==> config.mk <==
export PLATFORM = sky130hd
export DESIGN_NAME = uart_tx_arbiter
export DESIGN_NICKNAME = d
export VERILOG_FILES = /design/src/rtl/uart_tx_arbiter.sv
export SDC_FILE = /design/constraint.sdc
export NUM_CORES = 1
export LEC_CHECK = 0
export ABC_AREA = 1
export BUFFER_PORTS_ARGS = -buffer_cell sky130_fd_sc_hd__buf_2
export CAP_MARGIN = 5
export CORE_UTILIZATION = 55
export CTS_BUF_LIST = sky130_fd_sc_hd__clkbuf_4 sky130_fd_sc_hd__clkbuf_8 sky130_fd_sc_hd__clkbuf_16
export CTS_CLUSTER_SIZE = 24
export DETAILED_ROUTE_END_ITERATION = 8
export GPL_ROUTABILITY_DRIVEN = 0
export PLACE_DENSITY = 0.86
export SLEW_MARGIN = 20
export SYNTH_ARGS = -nofsm -noshare
export SYNTH_HDL_FRONTEND = slang
export SYNTH_SLANG_ARGS = --single-unit
==> constraint.sdc <==
create_clock -name clk -period 2.2 [get_ports clk]
set_clock_uncertainty 0.1 [all_clocks]
set_input_delay 0.11 -clock clk [delete_from_list [all_inputs] [get_ports clk]]
set_output_delay 0.11 -clock clk [all_outputs]
set_load 0.03 [all_outputs]
==> src/rtl/uart_tx_arbiter.sv <==
// uart_tx_arbiter: round-robin, packet-locked arbiter feeding several byte streams into one UART transmitter
module uart_tx_arbiter #(
  parameter int NUM_REQ = 4,
  parameter int MAX_BURST = 16,
  localparam int GW = $clog2(NUM_REQ)
) (
  input  logic                 clk,
  input  logic                 rst,
  input  logic [NUM_REQ-1:0]   req_valid,
  input  logic [8*NUM_REQ-1:0] req_data,
  input  logic [NUM_REQ-1:0]   req_last,
  output logic [NUM_REQ-1:0]   req_ready,
  output logic                 uart_transmit,
  output logic [7:0]           uart_tx_byte,
  input  logic                 uart_is_transmitting,
  output logic                 grant_valid,
  output logic [GW-1:0]        grant_id,
  output logic                 err
);
  typedef enum logic [2:0] {IDLE, SEND, START, WAIT_BUSY, WAIT_DONE} state_t;
  state_t state, state_n;
  logic [GW-1:0] ptr, sel, idx;
  logic [7:0] burst;
  logic [1:0] tmo;
  logic last_q, acc, done, timeout, rel;
  always_comb begin
    sel = ptr;
    idx = '0;
    for (int j = NUM_REQ - 1; j >= 0; j--) begin
      idx = GW'((int'(ptr) + j) % NUM_REQ);
      if (req_valid[idx]) sel = idx;
    end
  end
  always_comb begin
    req_ready = '0;
    if (state == SEND && !uart_is_transmitting) req_ready[grant_id] = 1'b1;
  end
  assign acc = state == SEND && !uart_is_transmitting && req_valid[grant_id];
  assign done = last_q || burst == 8'(MAX_BURST);
  assign timeout = state == WAIT_BUSY && !uart_is_transmitting && tmo == 2'd3;
  assign rel = timeout || (state == WAIT_DONE && !uart_is_transmitting && done);
  assign uart_transmit = state == START;
  always_comb begin
    state_n = state;
    case (state)
      IDLE:      state_n = |req_valid && !uart_is_transmitting ? SEND : IDLE;
      SEND:      state_n = acc ? START : SEND;
      START:     state_n = WAIT_BUSY;
      WAIT_BUSY: state_n = uart_is_transmitting ? WAIT_DONE : timeout ? IDLE : WAIT_BUSY;
      WAIT_DONE: state_n = uart_is_transmitting ? WAIT_DONE : done ? IDLE : SEND;
      default:   state_n = IDLE;
    endcase
  end
  always_ff @(posedge clk) begin
    if (rst) begin
      state <= IDLE;
      ptr <= '0;
      grant_valid <= 1'b0;
      grant_id <= '0;
      uart_tx_byte <= 8'h00;
      err <= 1'b0;
      burst <= 8'd0;
      last_q <= 1'b0;
      tmo <= 2'd0;
    end else begin
      state <= state_n;
      err <= timeout;
      tmo <= state == WAIT_BUSY ? tmo + 2'd1 : 2'd0;
      if (state == IDLE && state_n == SEND) begin
        grant_id <= sel;
        grant_valid <= 1'b1;
        burst <= 8'd0;
      end
      if (acc) begin
        uart_tx_byte <= req_data[{grant_id, 3'b000} +: 8];
        last_q <= req_last[grant_id];
        burst <= burst == 8'(MAX_BURST) ? burst : burst + 8'd1;
      end
      if (rel) begin
        ptr <= grant_id == GW'(NUM_REQ - 1) ? '0 : grant_id + 1'b1;
        grant_valid <= 1'b0;
        grant_id <= '0;
      end
    end
  end
endmodule

==> results.md <==
- Total grt overflow: 0
- Hold/Removal Path Class: in -> reg
- Pwr/cell area: 543.7 nW/um^2
- Gate Count Post-Synth: 293
- Die width: 59.93 um
- Worst-margin pin slew: 0.5621 ns
- DP Wirelength: 3.239 mm
- Total CTS buffers: 3
- End point of the worst hold path: uart_tx_byte[7]$_SDFFE_PP0P_
- Mean Syn Cell Area: 6.299 um^2
- Tot GR Track Use: 0.2527
- Tot Pwr: 0.001203 W
- Worst flop-to-flop path startpoint: grant_id[0]$_SDFFE_PP0P_
- CP Max Fanout: 22
- Max IR drop VDD: 0.0005197 V
- R2R depth: 8
- Cell Rows: 20
- Antenna violations before repair: 0
- Register area: 560.5 um^2
- Yosys warns: 0
- Gates resized, CTS repair: 0
- PortBufs: 59
- Final hold violation count: 0
- RR Endpoint: state[0]$_SDFF_PP0_
- Starting Density: 0.5900
- # hold bufs at CTS: 2
- Fmax: 0.5120 GHz
- Post-Place Setup Slack: 0.4557 ns
- Fill count: 271
- WP data required: 1.99 ns
- Drc violations: 0
- Unique masters post-synth: 30
- TritonRoute pass-1 iters: 4
- Post-synth net total: 343
- CTS Sinks: 28
- Sequential share of the synthesized area: 0.3037
- Worst rel slew slack: 0.6248
- Dpl cells: 387
- Die Area: 3591 um^2
- Data arrival, critical path: 1.74 ns
- DR vias/cell: 5.048
- Max H-tree Level: 1
- Period utilization: 0.8878
- Nets@finish: 400
- Run status: finished, final reports clean
- WS Path Type: reg -> out
- Layout Cells excl Fill: 393
- Most frequent cells in the layout: nor2_1, buf_2, nand2_1
- Ant diodes: 0
- Antenna viol nets, final: 0
- Final Max Slew Viols: 0
- TNS Setup: 0 ns
- Routed wire length: 4.175 mm
- Leak: 1.088 nW
- Vias in the first global route: 1693
- I/O pin count: 60
- Postcts setup bufs: 0
- Register bit total from synthesis: 28
- Clock-pin transition on the worst setup and hold timing paths: 0.15 ns
- CP endpoint kind: output port
- Layout cells sized above 1: 0.2493
- Die Y: 59.93 um
- Root Buffer Master: clkbuf_4
- Min cycle time layout: 1.953 ns
- Per-cell routed wire length: 10.62 um
- Final core occ: 0.7076
- Endpoints failing setup: 0
- Reg-to-reg slack, setup: 0.44 ns
- Hold Crit Start: req_data[7]
- Vias: 1984
- CORE AREA: 3128 um^2
- Worst-Skew Late Latency: 0.33 ns
- Hold Path Depth: 5
- Final WS setup: 0.2468 ns
- TritonCTS clock tree: done
- Bufs on Longest Clock Path: 2
- Area of the multi-input gates: 1065 um^2
- Area Growth Syn to Fin: 19.93%
- Startpoint types: flop
- RSZ-0062 raised after global routing: false
- 1st-iter DRT viols: 54
- Max Cap Viol: 0
- Global-route wire length before repair: 6.989 mm
- Largest net degree at the start of global routing: 23
- Synth Cell Area: 1846 um^2
-- Yosys cell counts --
library cell  count  area share
nand3_2           3       0.016
nand2_2           5       0.017
buf_6             2       0.012
ha_1              7       0.047
o22ai_1          10       0.034
a21boi_2          1      0.0061
nor2_1           59        0.12
a21oi_2           3       0.014
nand4_1           1      0.0034
nor3_1            1      0.0027
nand3b_1          1      0.0041
inv_2             6       0.012
o211ai_2          1      0.0068
a21oi_1          10       0.027
nand4_2           1      0.0068
o211ai_1          1      0.0041
dfxtp_1          28        0.30
and2_1            1      0.0034
nand2_1          57        0.12
buf_4             3       0.012
o21ai_0          29       0.079
nand3_1          18       0.049
buf_2             2      0.0054
inv_1            33       0.067
nor2_4            1      0.0061
o21ai_1           3      0.0081
nand2_4           1      0.0061
clkinv_1          1      0.0020
clkbuf_1          3      0.0061
buf_1             1      0.0020
-- worst max path at each step --
stage                              from  slack [ns]             endpoint  cells after the start
2_1_floorplan       state[2]$_SDFF_PP0_        0.57  state[0]$_SDFF_PP0_                      7
3_3_place_gp   grant_id[0]$_SDFFE_PP0P_        0.55  state[0]$_SDFF_PP0_                      8
3_5_place_dp   grant_id[0]$_SDFFE_PP0P_        0.46  state[0]$_SDFF_PP0_                      8
4_1_cts        grant_id[0]$_SDFFE_PP0P_        0.23         req_ready[0]                      5
5_1_grt        grant_id[0]$_SDFFE_PP0P_        0.05         req_ready[2]                      5
6_report       grant_id[0]$_SDFFE_PP0P_        0.25         req_ready[0]                      5
-- per-layer routing --
| layer | up-vias | global-route usage | routed length (um) |
|---|---|---|---|
| li1 | 1053 | - | - |
| met2 | 70 | 0.4397 | 1936 |
| met3 | 8 | 0.05195 | 248 |
| met1 | 853 | 0.3228 | 1937 |
| met4 | 0 | 0.04651 | 53 |
| met5 | - | 0 | 0 |
-- report_power, final --
group          leakage, nW  switching [W]  internal [W]  total, W
clock               0.0279       0.000152      0.000184  0.000336
sequential           0.227      0.0000186      0.000531  0.000549
combinational        0.833       0.000204      0.000114  0.000318
-- area by class of cell --
type,instances,share of cell area
clock buffer,3,0.01018
timing repair buffer,63,0.1492
tap,44,0.02487
multi-input combinational,214,0.4811
clock inverter,1,0.01357
sequential,28,0.2533
inverter,40,0.06784
-- critical path, cell delays in order (launching register included) --
cell and delay (ns):
dfxtp_1 0.41, inv_1 0.45, ha_1 0.23, inv_1 0.04
nor2_1 0.08, buf_2 0.20
-- registers in the layout, indices dropped and copies added (netlist names) --
register and count:
burst 8, last_q 1, uart_tx_byte 8, tmo 2, err 1, state 3
grant_valid 1, grant_id 2, ptr 2
-- through the flow --
stage	cell area, um^2	hold slack [ns]
2_1_floorplan	1846	0.1533
3_3_place_gp	2141	0.2931
3_5_place_dp	2141	0.2946
4_1_cts	2213	0.07710
5_1_grt	2213	0.1014
6_report	2213	0.09427
-- cell families (layout without fill, tap and decap cells) --
family                   Yosys count  after routing  share of synthesized area
AND/OR/NAND/NOR                  149            149                     0.3505
AO/OA/AOI/OAI                     58             58                     0.1790
buffers and inverters             51            107                     0.1193
flip-flops                        28             28                     0.3037
adder cells (fa/ha/maj)            7              7                    0.04746
Note: power is estimated with default switching activity, not from simulation.
